File: src/rtl/leb128_byte_window_pkg.sv
// Constants shared by the LEB128 byte window, the immediate decoder and the fetch unit.
package leb128_byte_window_pkg;
  localparam int WIN_BYTES  = 5;
  localparam int BUF_BYTES  = 8;
  localparam int WORD_BYTES = 4;
  localparam int CNT_W      = 4;

  typedef logic [CNT_W-1:0] byte_cnt_t;
endpackage

File: src/rtl/leb128_byte_window_byte_shift_right.sv
// Combinational right shift of a byte vector by 0..7 whole bytes, zero-filling from the top.
module byte_shift_right #(
  parameter int BYTES = 8
) (
  input  logic [8*BYTES-1:0] data,
  input  logic [2:0]         shift,
  output logic [8*BYTES-1:0] result
);
  assign result = data >> {shift, 3'b000};
endmodule

File: src/rtl/leb128_byte_window.sv
// 8-byte shift buffer between 32-bit instruction words and the LEB128 decoder operand window.
module leb128_byte_window #(
  parameter int WORD_BYTES = 4,
  parameter int BUF_BYTES  = 8
) (
  input  logic                    clk,
  input  logic                    rst_n,
  input  logic [8*WORD_BYTES-1:0] in_data,
  input  logic                    in_valid,
  output logic                    in_ready,
  output logic [39:0]             win_data,
  output logic [3:0]              win_count,
  input  logic                    consume,
  input  logic [2:0]              consume_cnt,
  input  logic                    flush,
  input  logic [1:0]              flush_skip,
  output logic                    err
);
  import leb128_byte_window_pkg::*;

  localparam int DATA_W = 8 * WORD_BYTES;
  localparam int BUF_W  = 8 * BUF_BYTES;

  logic [BUF_W-1:0] buf_p1;
  byte_cnt_t        count_p1;
  logic [1:0]       skip_pend_p1;
  logic             err_p1;

  logic             push;
  logic             cons_legal;
  logic [2:0]       c_cnt;
  logic [2:0]       p_cnt;
  byte_cnt_t        base;
  byte_cnt_t        count_next;
  logic [BUF_W-1:0] shifted;
  logic [BUF_W-1:0] aligned;
  logic [BUF_W-1:0] buf_next;

  assign in_ready   = (count_p1 <= byte_cnt_t'(4)) & ~flush;
  assign push       = in_valid & in_ready;
  assign cons_legal = consume && (consume_cnt != 3'd0) && (consume_cnt <= 3'(WIN_BYTES))
                      && ({1'b0, consume_cnt} <= count_p1);
  assign c_cnt      = cons_legal ? consume_cnt : 3'd0;
  assign p_cnt      = push ? (3'd4 - {1'b0, skip_pend_p1}) : 3'd0;
  assign base       = count_p1 - {1'b0, c_cnt};
  assign count_next = base + {1'b0, p_cnt};

  byte_shift_right #(.BYTES(BUF_BYTES)) u_consume_shift (
    .data   (buf_p1),
    .shift  (c_cnt),
    .result (shifted)
  );

  byte_shift_right #(.BYTES(BUF_BYTES)) u_skip_align (
    .data   ({{(BUF_W-DATA_W){1'b0}}, in_data}),
    .shift  ({1'b0, skip_pend_p1}),
    .result (aligned)
  );

  // Lanes at or above count-c take the aligned word; everything else keeps the shifted buffer,
  // whose vacated upper bytes are already zero.
  always_comb begin
    logic [3:0] off;
    buf_next = shifted;
    off      = 4'd0;
    for (int i = 0; i < BUF_BYTES; i++) begin
      off = 4'(i) - base;
      if (push && (4'(i) >= base) && (off < {1'b0, p_cnt}))
        buf_next[8*i +: 8] = aligned[{off[2:0], 3'b000} +: 8];
    end
  end

  // Stage p1: buffer state and the error pulse
  always_ff @(posedge clk or negedge rst_n) begin
    if (!rst_n) begin
      buf_p1       <= '0;
      count_p1     <= '0;
      skip_pend_p1 <= '0;
      err_p1       <= 1'b0;
    end else if (flush) begin
      buf_p1       <= '0;
      count_p1     <= '0;
      skip_pend_p1 <= flush_skip;
      err_p1       <= 1'b0;
    end else begin
      buf_p1   <= buf_next;
      count_p1 <= count_next;
      if (push)
        skip_pend_p1 <= 2'd0;
      err_p1   <= consume & ~cons_legal;
    end
  end

  assign win_data  = buf_p1[39:0];
  assign win_count = count_p1;
  assign err       = err_p1;
endmodule
File: config.mk
export PLATFORM = sky130hd
export DESIGN_NAME = leb128_byte_window
export DESIGN_NICKNAME = d
export VERILOG_FILES = /design/src/rtl/leb128_byte_window_pkg.sv /design/src/rtl/leb128_byte_window_byte_shift_right.sv /design/src/rtl/leb128_byte_window.sv
export SDC_FILE = /design/constraint.sdc
export NUM_CORES = 1
export LEC_CHECK = 0
export CORE_UTILIZATION = 52
export DETAILED_ROUTE_END_ITERATION = 10
export PLACE_DENSITY_LB_ADDON = 0.12
export SLEW_MARGIN = 20
export SYNTH_ARGS = -nofsm -noshare
export SYNTH_HDL_FRONTEND = slang
export SYNTH_SLANG_ARGS = --single-unit
export TNS_END_PERCENT = 30
File: constraint.sdc
create_clock -name clk -period 4.6 [get_ports clk]
set_input_delay 0.92 -clock clk [delete_from_list [all_inputs] [get_ports clk]]
set_output_delay 0.92 -clock clk [all_outputs]
set_load 0.02 [all_outputs]
==> results.json, run 1 <==
{
  "hold_class": "register to register",
  "grt_use_met1_pct": 51.9,
  "crit_start": "consume_cnt[1]",
  "cts.path.max_buffers": 2,
  "vias_per_cell": 6.72,
  "setup.worst_path.end_class": "register",
  "worst_slack_ps": 175,
  "synth_top_family_by_area": "compound AO/OA/AOI/OAI gates",
  "fmax_mhz": 226,
  "grt_pass1_wl_um": 38000,
  "cpMaxStageDelayCell": "fa_2",
  "ff_latch_area_um2": 1780,
  "layout-drive-gt1-share_pct": 22.1,
  "grt_pass1_vias": 6643,
  "rsz0062_at_grt": "false",
  "ys_types": 73,
  "crit_buf_inv": 6,
  "synthesis.area_per_instance_um2": 8.77,
  "syn_to_final_growth_pct": 26.1,
  "synth_edf_count": 0,
  "synth-seq-cells": 71,
  "synth_compound_area_share_pct": 27.1,
  "n_antenna_cell": 0,
  "seq_area_frac_synth_pct": 25.9,
  "synthMuxAreaShare_pct": 16.9,
  "busiest_layer": "met2",
  "ios": 88,
  "drtAntennaViolNets": 0,
  "use_met3_pct": 7.62,
  "clock_sinks": 71,
  "multi_input_area_um2": 4660,
  "synthesis.nets": 852,
  "hold_buffers": 0,
  "tns_ps": 0,
  "start_util_pct": 53.8,
  "gp_congestion": 0.930,
  "synthSimpleGateAreaFrac_pct": 14.0,
  "final_cell_area_um2": 8660,
  "p_total_w": 0.00509,
  "dr.pass1.iters": 6,
  "rows": 41,
  "wl_per_cell_um": 23.8,
  "synth_adder_area_share_pct": 5.25,
  "synth-warning-count": 0,
  "preCtsSetupSlack_ps": -532,
  "grt_max_degree": 72,
  "skew_ps": 7.25,
  "period_share_pct": 96.2,
  "holdWs_ps": 580,
  "synth-async-reset-ratio_pct": 100,
  "cp_top_family": "adder cells",
  "cp_max_fo": 5,
  "n_fill_cell": 1043,
  "run_status": "completed",
  "hold_start": "buf_p1[14]",
  "startpoint_type": "input port",
  "routed-via-count": 7018,
  "ctsHtreeMaxLevel": 3,
  "required_ps": 4840,
  "hold_viol_final": 0,
  "setup_viol": 0,
  "fin_crit_ps": 4430,
  "layout_common_cells": "82 x clkdlybuf4s50_1, 78 x buf_4, 71 x dfrtp_1, 63 x nor2_1, 63 x mux2i_1",
  "die-area_um2": 13700,
  "gr-total-overflow": 0,
  "root_buffer": "clkbuf_16",
  "worst-setup-path-type": "input port to register",
  "p_per_area_nw_per_um2": 587,
  "maxSlewViolCount": 0,
  "cts_buffers": 9,
  "syn-instance-count": 783,
  "synth_xor_area_share_pct": 1.26,
  "max_stage_delay_ps": 480,
  "tightest_slew_ps": 1010,
  "track_usage_pct": 37.5,
  "die_h_um": 117,
  "place_hpwl_um": 18200,
  "use_met2_pct": 58.1,
  "maxSlewHeadroom_pct": 32.8,
  "ir_worst_vdd_v": 0.000409,
  "drv_cap": 0,
  "final_common_cell": "clkdlybuf4s50_1",
  "antenna_found_initial": 0,
  "r2r-start": "win_count[1]",
  "wirelength_um": 24900,
  "drc": 0,
  "clkLatencyLatePin_ps": 350,
  "clk_pin_slew_ps": 60,
  "worstPathArrival_ps": 4660,
  "cts_tree": "yes",
  "synthFlopType": "dfrtp_1",
  "drt_iter0_markers": 860,
  "total_leakage_power_nw": 3.73,
  "syn_area_um2": 6870,
  "io_buffers": 87,
  "cp_cell_sequence": "dlymetal6s2s_1 > ha_4 > nand2b_4 > a2111o_1 > nand2_4 > inv_8 > ha_4 > inv_2 > fa_2 > buf_12 > buf_4 > fa_2 > a211o_1 > nor4_2 > buf_4 > nor3_1 > a221o_1",
  "die_x_um": 117,
  "nets": 938,
  "place_area_um2": 8210,
  "coreArea_um2": 12800
}
==> path summary, 6_finish.rpt <==
path | depth (start not counted) | slack, ps | endpoint
min | 2 | 580 | buf_p1[14]
min in group asynchronous | 2 | 800 | err
max reg2reg | 17 | 290 | buf_p1[10]
max in group asynchronous | 2 | 3130 | buf_p1[38]
max | 17 | 170 | buf_p1[10]
min reg2reg | 2 | 580 | buf_p1[14]
==> worst min-delay path: cells and delay by family (launching register included) <==
| kind | cells | cell delay (ps) |
|---|---|---|
| AOI/OAI and AO/OA | 2 | 140 |
| DFF | 1 | 400 |
==> through the flow <==
step,std cells,util (%)
global route,1045,67.8
CTS,1040,67.3
finish,1045,67.8
floorplan,783,-
detailed placement,1024,64.2
global placement,1024,64.2
==> registers in the layout, indices dropped and copies added, names as in the netlist <==
| name | cells |
|---|---|
| buf_p1 | 64 |
| win_count | 4 |
| skip_pend_p1 | 2 |
| err | 1 |
==> Yosys cell counts (10+ instances only) <==
cell type | n | area [um^2]
and3_1 | 12 | 75.1
nor3_1 | 29 | 145
mux2i_1 | 63 | 631
o21ai_0 | 26 | 130
buf_2 | 15 | 75.1
buf_4 | 47 | 353
a21o_1 | 11 | 82.6
clkbuf_1 | 27 | 101
inv_1 | 19 | 71.3
a21oi_1 | 56 | 280
o22ai_1 | 22 | 138
dfrtp_1 | 71 | 1780
nor2_1 | 64 | 240
ha_1 | 24 | 300
mux2_2 | 39 | 439
a221oi_1 | 16 | 140
a22oi_1 | 29 | 218
a211oi_1 | 23 | 173
o22a_1 | 10 | 87.6
nand2_1 | 31 | 116
==> power breakdown <==
part           switching, W  internal [W]
Sequential         0.000162      0.000727
Combinational       0.00188       0.00147
Clock              0.000303      0.000543
==> metal layers <==
metal,vias up,part of all wire [%]
met5,-,0
met4,0,2.4
met3,51,9.4
met2,432,44
met1,3406,44
li1,3129,-
==> final cells by class <==
type	instances	share of cell area [%]
tap	172	2.48
clock inverter	5	1.23
timing repair buffer	171	18.1
clock buffer	10	2.76
sequential	71	20.5
multi-input combinational	594	53.8
inverter	22	1.21
==> logic make-up after synthesis <==
logic type	Yosys count
buf+inv	119
compound gates	262
mux	106
flops	71
fa+ha+maj	27
simple gates	189
xor+xnor	9
==> what timing repair did <==
item | CTS | global route
hold endpoints to repair | 0 | 0
resized for setup | 8 | 8
cloned | 1 | 1
setup buffers | 0 | 4
endpoints found under the setup margin | 38 | 46
pin swaps | 5 | 10
(Power assumes the default switching activity.)
==> inputs of run 2 (changes only) <==
--- a/config.mk
+++ b/config.mk
@@ -5,7 +5,7 @@
 export SDC_FILE = /design/constraint.sdc
 export NUM_CORES = 1
 export LEC_CHECK = 0
-export CORE_UTILIZATION = 52
+export CORE_UTILIZATION = 45
 export DETAILED_ROUTE_END_ITERATION = 10
 export PLACE_DENSITY_LB_ADDON = 0.12
 export SLEW_MARGIN = 20
==> constraint.sdc (replaced) <==
create_clock -name clk -period 4.3 [get_ports clk]
set_input_delay 0.86 -clock clk [delete_from_list [all_inputs] [get_ports clk]]
set_output_delay 0.86 -clock clk [all_outputs]
set_load 0.02 [all_outputs]
==> results.json, run 2 (synthesis results as in run 1) <==
{
  "dr.pass1.iters": 9,
  "clkPwrFrac_pct": 13.5,
  "start_util_pct": 46.7,
  "regMostFlops": "buf_p1",
  "layout_common_cells": "100 x buf_4, 82 x clkdlybuf4s50_1, 71 x dfrtp_1, 63 x mux2i_1, 59 x nor2_1",
  "setup_viol": 20,
  "r2r_cells": 21,
  "maxSlewViolCount": 0,
  "routed-via-count": 6938,
  "n_fill_cell": 1288,
  "grt_max_degree": 58,
  "track_usage_pct": 32.0,
  "switching_share_pct": 46.5,
  "rows": 44,
  "crit_end": "buf_p1[5]",
  "clkLatencyLatePin_ps": 350,
  "power_frac_seq_pct": 16.2,
  "n_antenna_cell": 0,
  "startpoint_type": "input port",
  "worst_slack_ps": -101,
  "cts_buffers": 9,
  "layout-drive-gt1-share_pct": 27.7,
  "syn_to_final_growth_pct": 32.3,
  "clk_pin_slew_ps": 60,
  "hold_class": "input port to async pin",
  "timing.rr.end": "buf_p1[5]",
  "die-area_um2": 15800,
  "die_x_um": 126,
  "drtAntennaViolNets": 0,
  "total_leakage_power_nw": 3.89,
  "period_share_pct": 102,
  "intPower_w": 0.00312,
  "p_per_area_nw_per_um2": 642,
  "rsz0062_at_grt": "true",
  "holdWs_ps": 597,
  "nets": 964,
  "root_buffer": "clkbuf_16",
  "gp_congestion": 0.873,
  "drv_cap": 0,
  "largest_reg_flops": 64,
  "p_sw_w": 0.00271,
  "rrSetupSlack_ps": -100,
  "fmax_mhz": 227,
  "tns_ps": -798,
  "die_h_um": 126,
  "run_status": "finished with violations",
  "cp_max_fo": 6,
  "place_hpwl_um": 18900,
  "ctsHtreeMaxLevel": 3,
  "multi_input_area_um2": 4860,
  "fin_crit_ps": 4400,
  "crit_start": "consume_cnt[0]",
  "grt_pass1_vias": 6544,
  "ios": 88,
  "cts_tree": "yes",
  "drc": 10,
  "maxSlewHeadroom_pct": 45.3,
  "wirelength_um": 25800,
  "power_frac_comb_pct": 70.3,
  "ff_latch_area_um2": 1780,
  "io_buffers": 87,
  "cts.path.max_buffers": 2,
  "worst-setup-path-type": "input port to register",
  "final_common_cell": "buf_4",
  "setup.worst_path.end_class": "register",
  "skew_ps": 6.21,
  "vias_per_cell": 6.40,
  "worstPathArrival_ps": 4660,
  "required_ps": 4560,
  "tightest_slew_ps": 819,
  "violations": "DRC, setup timing",
  "hold_viol_final": 0,
  "clock_sinks": 71,
  "wl_per_cell_um": 23.8,
  "ir_worst_vdd_v": 0.000401,
  "coreArea_um2": 14700,
  "grt_pass1_wl_um": 38600,
  "r2r-start": "win_count[2]",
  "drt_iter0_markers": 852,
  "gr-total-overflow": 0,
  "antenna_found_initial": 0
}
## run 2: changes by cell type in the layout (fill, tap and decap cells not counted), moves of 4 or more
cell	before	now
buf_4	78	100
buf_6	0	6
ha_1	16	12
ha_4	7	12
nor2_1	63	59
o21ai_0	25	21
## run 2: worst min-delay path by stage
| stage | slack [ps] | startpoint | to |
|---|---|---|---|
| 2_1_floorplan | 490 | buf_p1[14] | buf_p1[14] |
| 3_3_place_gp | 550 | buf_p1[15] | buf_p1[15] |
| 3_5_place_dp | 570 | buf_p1[15] | buf_p1[15] |
| 4_1_cts | 590 | buf_p1[15] | buf_p1[15] |
| 5_1_grt | 610 | buf_p1[12] | buf_p1[12] |
| 6_report | 600 | rst_n | err |
## run 2: layout make-up
cell class,instances,share of cell area [%]
Clock buffer,11,2.67
Sequential cell,71,19.6
Tap cell,184,2.53
Clock inverter,5,0.634
Inverter,22,1.18
Multi-Input combinational cell,593,53.4
Timing Repair Buffer,198,20.0
## run 2: stage by stage
| step | setup slack, ps | total power [W] | instance area, um^2 | instances | util (%) |
|---|---|---|---|---|---|
| floorplan | -649 | 0.00319 | 7140 | 783 | - |
| global placement | -825 | 0.00439 | 8330 | 1052 | 56.7 |
| detailed placement | -849 | 0.00444 | 8330 | 1052 | 56.7 |
| CTS | -38.4 | 0.00539 | 8760 | 1071 | 59.6 |
| global route | -221 | 0.00614 | 9080 | 1084 | 61.8 |
| finish | -101 | 0.00584 | 9080 | 1084 | 61.8 |
## run 2: what timing repair did
item / 4_1_cts / 5_1_grt
hold buffers: 0 / 0
gates resized for setup: 26 / 51
pin swaps: 7 / 40
setup buffers: 3 / 12
setup endpoints to repair: 64 / 46
cloned: 0 / 2
## run 2: power by group through the flow
stage / Clock, W / Combinational [W] / Sequential, W
after floorplan: 0 / 0.00229 / 0.000903
after global placement: 0 / 0.00345 / 0.000939
after detailed placement: 0 / 0.00350 / 0.000944
after CTS: 0.000792 / 0.00367 / 0.000931
after global routing: 0.000814 / 0.00438 / 0.000952
final: 0.000788 / 0.00411 / 0.000943
## run 2: worst max-delay path: stages
cell	delay (ps)
buf_8	100
inv_6	50
ha_4	180
and3_4	170
a2111o_1	440
nand2_4	120
inv_8	30
ha_4	150
inv_2	50
fa_2	480
buf_12	170
ha_4	300
clkinv_4	60
ha_4	230
nor2b_4	120
o21ai_2	120
nor4b_4	290
buf_4	220
clkbuf_16	160
buf_12	110
a221oi_4	30
a211oi_2	190
## run 2: metal layers
layer	part of all wire (%)	global-route usage (%)	routed length, um
met1	46	46.1	11800
met2	43	47.9	11200
met3	8.4	6.03	2170
met4	2.3	10.8	599
met5	0	0	0
==> inputs of run 3 (changes only) <==
--- a/config.mk
+++ b/config.mk
@@ -5,6 +5,7 @@
 export SDC_FILE = /design/constraint.sdc
 export NUM_CORES = 1
 export LEC_CHECK = 0
+export CORE_MARGIN = 10
 export CORE_UTILIZATION = 45
 export DETAILED_ROUTE_END_ITERATION = 10
 export PLACE_DENSITY_LB_ADDON = 0.12
==> results.json, run 3 (synthesis results as in run 1) <==
{
  "io_buffers": 87,
  "hold_viol_final": 0,
  "intPower_w": 0.00288,
  "p_sw_w": 0.00254,
  "vias_per_cell": 6.32,
  "wl_per_cell_um": 23.8,
  "cts_buffers": 9,
  "layout-drive-gt1-share_pct": 24.9,
  "crit_start": "consume_cnt[1]",
  "setup.worst_path.end_class": "register",
  "rrSetupSlack_ps": 190,
  "cp_top_family": "compound AO/OA/AOI/OAI gates",
  "routed-via-count": 6817,
  "track_usage_pct": 24.9,
  "nets": 954,
  "ios": 88,
  "maxSlewHeadroom_pct": 51.1,
  "wirelength_um": 25700,
  "drv_cap": 0,
  "drtAntennaViolNets": 0,
  "holdWs_ps": 536,
  "final_common_cell": "buf_4",
  "die_x_um": 144,
  "root_buffer": "clkbuf_16",
  "cts.path.max_buffers": 2,
  "required_ps": 4560,
  "worstPathArrival_ps": 4500,
  "r2r-start": "win_count[2]",
  "die_h_um": 144,
  "tightest_slew_ps": 733,
  "grt_pass1_wl_um": 40100,
  "drc": 0,
  "crit_path_frequent_cell": "ha_4",
  "largest_reg_flops": 64,
  "cp_cell_sequence": "buf_4 > ha_4 > nand2b_4 > a2111o_1 > nand2_4 > inv_8 > ha_4 > inv_2 > fa_2 > ha_4 > ha_1 > a21o_4 > a2111oi_4 > a21boi_4 > a32oi_1 > nor2_1",
  "place_area_um2": 8290,
  "rsz0062_at_grt": "true",
  "period_share_pct": 98.4,
  "max_stage_delay_ps": 500,
  "gr-total-overflow": 0,
  "fin_crit_ps": 4230,
  "worst-path-stages": 16,
  "clk_pin_slew_ps": 60,
  "syn_to_final_growth_pct": 27.8,
  "ir_worst_vdd_v": 0.000447,
  "tns_ps": 0,
  "power_frac_seq_pct": 17.2,
  "grt_pass1_vias": 6788,
  "rows": 45,
  "p_per_area_nw_per_um2": 618,
  "startpoint_type": "input port",
  "clock_sinks": 71,
  "clkLatencyLatePin_ps": 350,
  "grt_max_degree": 58,
  "cp_max_fo": 8,
  "switching_share_pct": 46.9,
  "drt_iter0_markers": 603,
  "cpMaxStageDelayCell": "fa_2",
  "final_cell_area_um2": 8780,
  "setup_viol": 0,
  "coreArea_um2": 15100,
  "clkPwrFrac_pct": 13.2,
  "die-area_um2": 20600,
  "place_hpwl_um": 19600,
  "power_frac_comb_pct": 69.6,
  "run_status": "completed",
  "worst-setup-path-type": "input port to register",
  "gp_congestion": 0.907,
  "maxSlewViolCount": 0,
  "fmax_mhz": 236,
  "r2r_cells": 16,
  "crit_buf_inv": 3,
  "cts_tree": "yes",
  "total_leakage_power_nw": 3.78,
  "crit_end": "buf_p1[52]",
  "skew_ps": 10.6,
  "layout_common_cells": "96 x buf_4, 81 x clkdlybuf4s50_1, 71 x dfrtp_1, 63 x mux2i_1, 60 x nor2_1",
  "dr.pass1.iters": 7,
  "ctsHtreeMaxLevel": 3,
  "timing.rr.end": "buf_p1[52]",
  "regMostFlops": "buf_p1",
  "antenna_found_initial": 1,
  "start_util_pct": 45.5,
  "hold_class": "input port to async pin"
}
-- run 3: through the flow --
step | std cells | power (W) | setup WS, ps | utilization, %
after floorplan | 783 | 0.00319 | -649 | -
after global placement | 1053 | 0.00438 | -712 | 54.9
after detailed placement | 1053 | 0.00443 | -790 | 54.9
after CTS | 1073 | 0.00521 | 3.41 | 57.2
after global routing | 1077 | 0.00575 | -74.7 | 58.2
final | 1078 | 0.00542 | 67.8 | 58.2
-- run 3: area by class of cell --
type,instances,area [um^2]
Fill cell,1385,6310
Multi-Input combinational cell,593,4720
Sequential cell,71,1780
Timing Repair Buffer,188,1670
Clock buffer,12,246
Tap cell,188,235
Inverter,22,105
Clock inverter,3,20.0
Antenna cell,1,2.50
-- run 3: power groups by stage --
stage / sequential, W / clock (W) / combinational, W
floorplan: 0.000903 / 0 / 0.00229
global placement: 0.000936 / 0 / 0.00345
detailed placement: 0.000939 / 0 / 0.00349
CTS: 0.000927 / 0.000719 / 0.00356
global route: 0.000950 / 0.000748 / 0.00405
finish: 0.000935 / 0.000716 / 0.00377
-- run 3: how the worst min path moves through the flow --
| stage | cells after the start | slack, ps | end |
|---|---|---|---|
| 2_1_floorplan | 2 | 490 | buf_p1[14] |
| 3_3_place_gp | 2 | 550 | buf_p1[14] |
| 3_5_place_dp | 2 | 560 | buf_p1[14] |
| 4_1_cts | 1 | 550 | buf_p1[7] |
| 5_1_grt | 1 | 570 | buf_p1[7] |
| 6_report | 1 | 540 | err |
-- run 3: layer usage --
metal | vias up | part of all wire (%) | track usage, %
met2 | 321 | 44 | 37.6
met3 | 25 | 8.4 | 5.87
met1 | 3314 | 46 | 34.5
met5 | - | 0 | 0
li1 | 3157 | - | -
met4 | 0 | 1.5 | 7.25
-- run 3: what timing repair did --
action,in CTS,in global routing
gates cloned,1,0
hold buffers,0,0
buffers inserted,4,4
gates resized for setup,19,27
pin swaps,10,15
setup endpoints to repair,64,39
